File: config.mk
export PLATFORM = sky130hd
export DESIGN_NAME = instr_encoder_loader_flat
export DESIGN_NICKNAME = d
export VERILOG_FILES = /design/src/rtl/instr_encoder_loader_pkg.sv /design/src/rtl/instr_encoder_loader_if.sv /design/src/rtl/instr_encoder_loader_pack.sv /design/src/rtl/instr_encoder_loader.sv /design/src/flat_wrapper.sv
export SDC_FILE = /design/constraint.sdc
export NUM_CORES = 1
export LEC_CHECK = 0
export ABC_AREA = 0
export CORE_UTILIZATION = 45
export DETAILED_ROUTE_END_ITERATION = 16
export DONT_BUFFER_PORTS = 1
export GPL_ROUTABILITY_DRIVEN = 0
export SYNTH_ARGS = -nofsm -noshare
export SYNTH_HDL_FRONTEND = slang
export SYNTH_SLANG_ARGS = --single-unit
File: constraint.sdc
create_clock -name clk -period 2.4 [get_ports clk]
set_input_delay 0.36 -clock clk [delete_from_list [all_inputs] [get_ports clk]]
set_output_delay 0.36 -clock clk [all_outputs]
set_load 0.01 [all_outputs]
File: src/rtl/instr_encoder_loader_pkg.sv
// ISA definitions shared by the encoder/loader and the instruction decoder:
// mnemonic codes, opcode/funct map, loader FSM states and word-packing helpers.
package isa_pkg;

    typedef enum logic [4:0] {
        MnAdd, MnAddu, MnSub, MnSubu, MnAnd, MnOr, MnXor, MnSlt,
        MnSll, MnSrl, MnSra, MnMul, MnJr,
        MnAddi, MnAddiu, MnAndi, MnOri, MnXori, MnSlti, MnLui,
        MnLw, MnSw, MnBeq, MnBne, MnBgt, MnBlt, MnBlte, MnBltu, MnBgtu,
        MnJ, MnJal, MnBgte
    } mnem_e;

    typedef enum logic [1:0] {
        StIdle,
        StLoad,
        StFull,
        StDone
    } load_state_e;

    localparam logic [5:0] OpSpecial = 6'b000000;
    localparam logic [5:0] OpAddi    = 6'b001000;
    localparam logic [5:0] OpAddiu   = 6'b001001;
    localparam logic [5:0] OpAndi    = 6'b001100;
    localparam logic [5:0] OpOri     = 6'b001101;
    localparam logic [5:0] OpXori    = 6'b001110;
    localparam logic [5:0] OpSlti    = 6'b001010;
    localparam logic [5:0] OpLui     = 6'b001111;
    localparam logic [5:0] OpLw      = 6'b100011;
    localparam logic [5:0] OpSw      = 6'b101011;
    localparam logic [5:0] OpBeq     = 6'b000100;
    localparam logic [5:0] OpBne     = 6'b000101;
    localparam logic [5:0] OpBgt     = 6'b111000;
    localparam logic [5:0] OpBlt     = 6'b111001;
    localparam logic [5:0] OpBlte    = 6'b111010;
    localparam logic [5:0] OpBltu    = 6'b111011;
    localparam logic [5:0] OpBgtu    = 6'b111100;
    localparam logic [5:0] OpJ       = 6'b000010;
    localparam logic [5:0] OpJal     = 6'b000011;

    localparam logic [5:0] FnAdd  = 6'b100000;
    localparam logic [5:0] FnAddu = 6'b100001;
    localparam logic [5:0] FnSub  = 6'b100010;
    localparam logic [5:0] FnSubu = 6'b100011;
    localparam logic [5:0] FnAnd  = 6'b100100;
    localparam logic [5:0] FnOr   = 6'b100101;
    localparam logic [5:0] FnXor  = 6'b100110;
    localparam logic [5:0] FnSlt  = 6'b101010;
    localparam logic [5:0] FnSll  = 6'b000000;
    localparam logic [5:0] FnSrl  = 6'b000010;
    localparam logic [5:0] FnSra  = 6'b000011;
    localparam logic [5:0] FnMul  = 6'b011000;
    localparam logic [5:0] FnJr   = 6'b001000;

    function automatic logic [31:0] enc_r(input logic [4:0] rs, input logic [4:0] rt,
                                          input logic [4:0] rd, input logic [4:0] shamt,
                                          input logic [5:0] funct);
        return {OpSpecial, rs, rt, rd, shamt, funct};
    endfunction

    function automatic logic [31:0] enc_i(input logic [5:0] op, input logic [4:0] rs,
                                          input logic [4:0] rt, input logic [15:0] imm16);
        return {op, rs, rt, imm16};
    endfunction

    function automatic logic [31:0] enc_j(input logic [5:0] op, input logic [25:0] addr26);
        return {op, addr26};
    endfunction

endpackage

File: src/rtl/instr_encoder_loader_if.sv
// Symbolic-instruction valid/ready stream from the program loader into the encoder.
interface instr_encoder_loader_if;

    logic        in_valid;
    logic        in_ready;
    logic [4:0]  mnem;
    logic [4:0]  rs;
    logic [4:0]  rt;
    logic [4:0]  rd;
    logic [4:0]  shamt;
    logic [15:0] imm16;
    logic [25:0] addr26;

    modport master (
        output in_valid, mnem, rs, rt, rd, shamt, imm16, addr26,
        input  in_ready
    );

    modport slave (
        input  in_valid, mnem, rs, rt, rd, shamt, imm16, addr26,
        output in_ready
    );

endinterface

File: src/rtl/instr_encoder_loader_pack.sv
// Pure combinational packer: mnemonic plus fields into a 32-bit MIPS word.
// Unknown mnemonics (BGTE, whose opcode aliases LUI) yield word 0 with legal low.
module instr_pack
    import isa_pkg::*;
(
    input  logic [4:0]  mnem,
    input  logic [4:0]  rs,
    input  logic [4:0]  rt,
    input  logic [4:0]  rd,
    input  logic [4:0]  shamt,
    input  logic [15:0] imm16,
    input  logic [25:0] addr26,
    output logic [31:0] word,
    output logic        legal
);

    always_comb begin
        word  = 32'h0000_0000;
        legal = 1'b1;
        unique case (mnem_e'(mnem))
            MnAdd:   word = enc_r(rs, rt, rd, shamt, FnAdd);
            MnAddu:  word = enc_r(rs, rt, rd, shamt, FnAddu);
            MnSub:   word = enc_r(rs, rt, rd, shamt, FnSub);
            MnSubu:  word = enc_r(rs, rt, rd, shamt, FnSubu);
            MnAnd:   word = enc_r(rs, rt, rd, shamt, FnAnd);
            MnOr:    word = enc_r(rs, rt, rd, shamt, FnOr);
            MnXor:   word = enc_r(rs, rt, rd, shamt, FnXor);
            MnSlt:   word = enc_r(rs, rt, rd, shamt, FnSlt);
            MnSll:   word = enc_r(rs, rt, rd, shamt, FnSll);
            MnSrl:   word = enc_r(rs, rt, rd, shamt, FnSrl);
            MnSra:   word = enc_r(rs, rt, rd, shamt, FnSra);
            // MUL writes HI/LO, so the rd field carries no destination
            MnMul:   word = enc_r(rs, rt, 5'd0, shamt, FnMul);
            MnJr:    word = enc_r(rs, 5'd0, 5'd0, 5'd0, FnJr);
            MnAddi:  word = enc_i(OpAddi, rs, rt, imm16);
            MnAddiu: word = enc_i(OpAddiu, rs, rt, imm16);
            MnAndi:  word = enc_i(OpAndi, rs, rt, imm16);
            MnOri:   word = enc_i(OpOri, rs, rt, imm16);
            MnXori:  word = enc_i(OpXori, rs, rt, imm16);
            MnSlti:  word = enc_i(OpSlti, rs, rt, imm16);
            MnLui:   word = enc_i(OpLui, 5'd0, rt, imm16);
            MnLw:    word = enc_i(OpLw, rs, rt, imm16);
            MnSw:    word = enc_i(OpSw, rs, rt, imm16);
            MnBeq:   word = enc_i(OpBeq, rs, rt, imm16);
            MnBne:   word = enc_i(OpBne, rs, rt, imm16);
            MnBgt:   word = enc_i(OpBgt, rs, rt, imm16);
            MnBlt:   word = enc_i(OpBlt, rs, rt, imm16);
            MnBlte:  word = enc_i(OpBlte, rs, rt, imm16);
            MnBltu:  word = enc_i(OpBltu, rs, rt, imm16);
            MnBgtu:  word = enc_i(OpBgtu, rs, rt, imm16);
            MnJ:     word = enc_j(OpJ, addr26);
            MnJal:   word = enc_j(OpJal, addr26);
            default: legal = 1'b0;
        endcase
    end

endmodule

File: src/rtl/instr_encoder_loader.sv
// Encodes symbolic instructions and writes them sequentially into instruction memory.
// Optional ENC_ILLEGAL_TRAP_EN: illegal mnemonics raise a sticky flag instead of writing NOP.
module instr_encoder_loader
    import isa_pkg::*;
#(
    parameter int unsigned DEPTH     = 256,
    parameter int unsigned BASE_ADDR = 0,
    localparam int unsigned AW       = (DEPTH > 1) ? $clog2(DEPTH) : 1
) (
    input  logic                   clk,
    input  logic                   rst_n,
    input  logic                   start,
    input  logic                   finish,
    instr_encoder_loader_if.slave  in_if,
    output logic                   imem_we,
    output logic [AW-1:0]          imem_addr,
    output logic [31:0]            imem_wdata,
    output logic [AW:0]            count,
    output logic                   full,
    output logic                   done
`ifdef ENC_ILLEGAL_TRAP_EN
    ,
    output logic                   illegal
`endif
);

    localparam logic [AW-1:0] BaseAddr = AW'(BASE_ADDR);
    localparam logic [AW-1:0] LastAddr = AW'(DEPTH - 1);
    localparam logic [AW:0]   DepthCnt = (AW + 1)'(DEPTH);
    localparam logic [AW:0]   LastCnt  = (AW + 1)'(DEPTH - 1);

    load_state_e   state_q;
    logic          ready_q;
    logic          we_q;
    logic [AW-1:0] addr_q;
    logic [31:0]   wdata_q;
    logic [AW:0]   count_q;
    logic          full_q;
    logic          done_q;

    logic [31:0] pack_word;
    logic        pack_legal;
    logic        xfer;
    logic        write_ok;
    logic        last_slot;
    logic [AW:0] pending;

    instr_pack u_pack (
        .mnem   (in_if.mnem),
        .rs     (in_if.rs),
        .rt     (in_if.rt),
        .rd     (in_if.rd),
        .shamt  (in_if.shamt),
        .imm16  (in_if.imm16),
        .addr26 (in_if.addr26),
        .word   (pack_word),
        .legal  (pack_legal)
    );

    assign xfer = in_if.in_valid && ready_q;

`ifdef ENC_ILLEGAL_TRAP_EN
    logic illegal_q;
    assign write_ok = xfer && pack_legal;
    assign illegal  = illegal_q;
`else
    logic unused_legal;
    assign unused_legal = pack_legal;
    assign write_ok     = xfer;
`endif

    // Words accepted so far include the one still in its write cycle
    assign pending   = count_q + {{AW{1'b0}}, we_q};
    assign last_slot = write_ok && (pending == LastCnt);

    always_ff @(posedge clk or negedge rst_n) begin
        if (!rst_n) begin
            state_q   <= StIdle;
            ready_q   <= 1'b0;
            we_q      <= 1'b0;
            addr_q    <= BaseAddr;
            wdata_q   <= 32'h0000_0000;
            count_q   <= '0;
            full_q    <= 1'b0;
            done_q    <= 1'b0;
`ifdef ENC_ILLEGAL_TRAP_EN
            illegal_q <= 1'b0;
`endif
        end else begin
            we_q <= 1'b0;
            if (we_q) begin
                if (addr_q != LastAddr) addr_q <= addr_q + 1'b1;
                if (count_q != DepthCnt) count_q <= count_q + 1'b1;
            end
            if (start) begin
                // Re-arm from any state; a same-cycle transfer is discarded
                state_q   <= StLoad;
                ready_q   <= 1'b1;
                addr_q    <= BaseAddr;
                count_q   <= '0;
                full_q    <= 1'b0;
                done_q    <= 1'b0;
`ifdef ENC_ILLEGAL_TRAP_EN
                illegal_q <= 1'b0;
`endif
            end else begin
                if (write_ok) begin
                    we_q    <= 1'b1;
                    wdata_q <= pack_word;
                end
`ifdef ENC_ILLEGAL_TRAP_EN
                if (xfer && !pack_legal) illegal_q <= 1'b1;
`endif
                case (state_q)
                    StLoad: begin
                        if (last_slot) full_q <= 1'b1;
                        if (finish) begin
                            state_q <= StDone;
                            ready_q <= 1'b0;
                            done_q  <= 1'b1;
                        end else if (last_slot) begin
                            state_q <= StFull;
                            ready_q <= 1'b0;
                        end
                    end
                    StFull: begin
                        if (finish) begin
                            state_q <= StDone;
                            done_q  <= 1'b1;
                        end
                    end
                    default: ;
                endcase
            end
        end
    end

    assign in_if.in_ready = ready_q;
    assign imem_we        = we_q;
    assign imem_addr      = addr_q;
    assign imem_wdata     = wdata_q;
    assign count          = count_q;
    assign full           = full_q;
    assign done           = done_q;

endmodule
File: src/flat_wrapper.sv
// flat-port wrapper written by rule: the top's interface ports become plain ports
module instr_encoder_loader_flat import isa_pkg::*;
#(
    parameter int unsigned DEPTH     = 256,
    parameter int unsigned BASE_ADDR = 0,
    localparam int unsigned AW       = (DEPTH > 1) ? $clog2(DEPTH) : 1
)
  (clk, rst_n, start, finish, imem_we, imem_addr, imem_wdata, count, full, done, in_if_in_valid, in_if_mnem, in_if_rs, in_if_rt, in_if_rd, in_if_shamt, in_if_imm16, in_if_addr26, in_if_in_ready);
  instr_encoder_loader_if in_if_i ();
  input  logic clk;
  input  logic rst_n;
  input  logic start;
  input  logic finish;
  output logic imem_we;
  output logic [AW-1:0] imem_addr;
  output logic [31:0] imem_wdata;
  output logic [AW:0] count;
  output logic full;
  output logic done;
  input wire logic [$bits(in_if_i.in_valid)-1:0] in_if_in_valid;
  input wire logic [$bits(in_if_i.mnem)-1:0] in_if_mnem;
  input wire logic [$bits(in_if_i.rs)-1:0] in_if_rs;
  input wire logic [$bits(in_if_i.rt)-1:0] in_if_rt;
  input wire logic [$bits(in_if_i.rd)-1:0] in_if_rd;
  input wire logic [$bits(in_if_i.shamt)-1:0] in_if_shamt;
  input wire logic [$bits(in_if_i.imm16)-1:0] in_if_imm16;
  input wire logic [$bits(in_if_i.addr26)-1:0] in_if_addr26;
  output wire logic [$bits(in_if_i.in_ready)-1:0] in_if_in_ready;
  assign in_if_i.in_valid = in_if_in_valid;
  assign in_if_i.mnem = in_if_mnem;
  assign in_if_i.rs = in_if_rs;
  assign in_if_i.rt = in_if_rt;
  assign in_if_i.rd = in_if_rd;
  assign in_if_i.shamt = in_if_shamt;
  assign in_if_i.imm16 = in_if_imm16;
  assign in_if_i.addr26 = in_if_addr26;
  assign in_if_in_ready = in_if_i.in_ready;
  instr_encoder_loader #(.DEPTH(DEPTH), .BASE_ADDR(BASE_ADDR)) u_core (.clk(clk), .rst_n(rst_n), .start(start), .finish(finish), .in_if(in_if_i), .imem_we(imem_we), .imem_addr(imem_addr), .imem_wdata(imem_wdata), .count(count), .full(full), .done(done));
endmodule
==> impl_metrics.toml <==
[power]
power_mw = 2.081
p_leak_nw = 1.429
power.density_nw_per_um2 = 595.7
peakVddDrop_mv = 0.2332

[critical_path]
crit_slowest_cell = "dfrtp_1"
cp_slowest_stage_delay_ns = 0.49
crit_buf_inv = 0
crit_start = "u_core.count[0]"
worstReg2RegStart = "u_core.count[0]"
worstSetupStartpointType = "flop"
path_cells = "ha_1, ha_1, nand4_1, nor4_1, nand2_1, o41a_1"
crit_path_frequent_cell = "ha_1"
arrival_ns = 2.16
cp-end-kind = "flop"
cp_top_family = "adder cells"
crit_type = "reg2reg"
required_ns = 2.59
crit_path_max_fanout = 6

[logic_synthesis]
synth_cell_types = 62
seq_area_frac_synth_pct = 41.35
postSynthNetCount = 455
ys_ff_latch = 55
synth_cells = 376
synth_warnings = 0
synth_edf_count = 0
netlist_area_um2 = 3328
syn_area_per_cell_um2 = 8.852
synthArstFlopShare_pct = 100.0
ys.flop_type = "dfrtp_1"

[global_route]
grt_pass1_wl_mm = 13.55
grt_usage_pct = 22.35
antenna_found_initial = 0
grt_pass1_vias = 2724
grt_max_degree = 56
grt-ovfl-total = 0

[floorplan]
rows = 30
die_x_um = 88
die_h_um = 88
die_area_um2 = 7744
start_util_pct = 47.67
io_pins = 125
core_area_um2 = 6982

[timing]
finalSetupTns_ns = 0
relSlewSlack_pct = 63.42
worst_slew_pin_slew_ns = 0.5486
maxSlewViolCount = 0
timing.hold.ws_ns = 0.09887
fmax_mhz = 506.9
hold_viol_final = 0
setup_viol = 0
min_period_ns = 1.973
grt_setup_unrepaired = "false"
worst_slack_ns = 0.4274
fin_skew_ns = 0.01034
period_share_pct = 82.19

[detailed_routing]
dr.pass1.iters = 4
drc = 0
ant_nets = 0
drt_iter0_drc = 129
finalWirelength_mm = 8.515
vias = 2827
viasPerCell = 6.132
wl_per_cell_um = 18.47

[finish]
drive_gt1_share_pct = 7.945
fin_nets = 443
area_delta_synth_final_pct = 4.962
n_antenna_cell = 0
regArea_um2 = 1376
nFillCells = 701
multi_input_area_um2 = 1740

[outcome]
status = "finished, final reports clean"

[clocking]
cts_hold_buf = 2
cts_buffers = 5
cts_buffer_depth = 2
post_cts_buffers = 0
ctsResizeCount = 0
clk_latency_ns = 0.30
htreeDepth = 2
numClockSinks = 55
cts_root_buffer = "clkbuf_8"
tritoncts = "built"
clk_pin_slew_ns = 0.10

[min_path]
min_from = "start"
hold_class = "in2reg"

[placed_design]
pre_cts_ws_ns = 0.4261
io_buffers = 0
place_hpwl_mm = 6.035

[flow_run]
maxCapViolCount = 0
==> path summary, 6_finish.rpt <==
kind	slack (ns)	cells past startpoint	to
min in group asynchronous	0.58	2	u_core.imem_addr[2]
hold reg to reg	0.56	2	u_core.imem_wdata[28]
setup / recovery	0.43	6	u_core.state_q[0]
max in group asynchronous	1.58	2	u_core.imem_wdata[18]
setup reg to reg	0.43	6	u_core.state_q[0]
hold / removal	0.1	1	u_core.count[8]
==> flip-flops by register name (all words and copies together) (netlist names) <==
register,cells
u_core.imem_wdata,32
u_core.count,9
u_core.imem_addr,8
u_core.state_q,2
u_core.done,1
u_core.full,1
u_core.imem_we,1
u_core.in_if.in_ready,1
==> report_power, final <==
| group | total, mW | switching (mW) | internal (mW) | leakage [nW] |
|---|---|---|---|---|
| registers | 1.21 | 0.160 | 1.05 | 0.693 |
| clock network | 0.533 | 0.296 | 0.237 | 0.0484 |
| logic | 0.342 | 0.184 | 0.158 | 0.688 |
==> cells in the mapped netlist (3+ instances only) <==
| master | n | area (µm²) |
|---|---|---|
| nand4b_1 | 3 | 26.28 |
| clkbuf_1 | 6 | 22.52 |
| and2_1 | 6 | 37.54 |
| ha_1 | 7 | 87.58 |
| buf_2 | 16 | 80.08 |
| a21oi_1 | 24 | 120.1 |
| and4_1 | 3 | 26.28 |
| xor2_1 | 7 | 61.31 |
| nand2_1 | 31 | 116.4 |
| nand3_1 | 11 | 55.05 |
| a22oi_1 | 11 | 82.58 |
| o21ai_1 | 3 | 15.01 |
| xnor2_1 | 8 | 70.07 |
| o211ai_1 | 4 | 30.03 |
| mux2_2 | 3 | 33.78 |
| inv_1 | 15 | 56.30 |
| a221oi_1 | 3 | 26.28 |
| nor3_1 | 4 | 20.02 |
| nor2b_1 | 6 | 37.54 |
| nor3b_1 | 4 | 30.03 |
| o22ai_1 | 16 | 100.1 |
| a32o_1 | 3 | 30.03 |
| nand4_1 | 5 | 31.28 |
| o221ai_1 | 4 | 35.03 |
| a31oi_1 | 6 | 37.54 |
| nor2_1 | 39 | 146.4 |
| buf_1 | 4 | 15.01 |
| dfrtp_1 | 55 | 1376 |
| o21ai_0 | 23 | 115.1 |
| a21boi_0 | 3 | 22.52 |
==> final cells by class <==
type / count / area share [%]
clock buffers: 7 / 2.471
clock inverters: 1 / 0.2507
inverters: 15 / 1.612
multi-input cells: 276 / 49.82
flip-flops and latches: 55 / 39.40
well taps: 96 / 3.438
repair buffers: 11 / 3.009
==> per-stage QoR <==
stage               std cells  util (%)  area (µm²)
global placement          451     48.14        3361
global route              461     50.04        3493
floorplan                 376         -        3328
detailed placement        451     48.14        3361
CTS                       461     50.04        3493
finish                    461     50.04        3493
==> metal layers <==
metal  vias to the layer above  wire (µm)  GRT usage (%)  share of wire [%]
met2                        76       4234          37.56                 50
li1                       1349          -              -                  -
met5                         -          0              0                  0
met3                         4        446          4.618                5.2
met4                         0         36          5.365               0.42
met1                      1398       3797          29.50                 45
==> cells by family (layout without fill, tap and decap cells) <==
family / Yosys count / in the layout / synth area share [%]
xor gates and xnor gates: 15 / 15 / 3.947
and+or+nand+nor: 128 / 128 / 19.51
adders and majority gates: 8 / 8 / 2.932
buffers and inverters: 45 / 34 / 6.353
DFF: 55 / 55 / 41.35
AOI/OAI and AO/OA: 120 / 120 / 24.29
muxes: 5 / 5 / 1.616
==> cell usage in the layout, fill, tap and decap left out, types with 3 or more instances in the layout <==
cell type,count
o21ai_1,3
mux2_2,3
nor2b_1,6
xnor2_1,8
and2_1,6
o211ai_1,4
a32o_1,3
o221ai_1,4
a31oi_1,6
nand4_1,5
clkbuf_8,6
a22oi_1,11
inv_1,15
a221oi_1,3
nor2_1,39
o21ai_0,23
nand2_1,31
a21oi_1,24
nand4b_1,3
xor2_1,7
buf_4,9
dfrtp_1,55
a21boi_0,3
and4_1,3
ha_1,7
nor3b_1,4
nand3_1,11
o22ai_1,16
nor3_1,4
No activity file was read; power rests on OpenSTA's default activity.
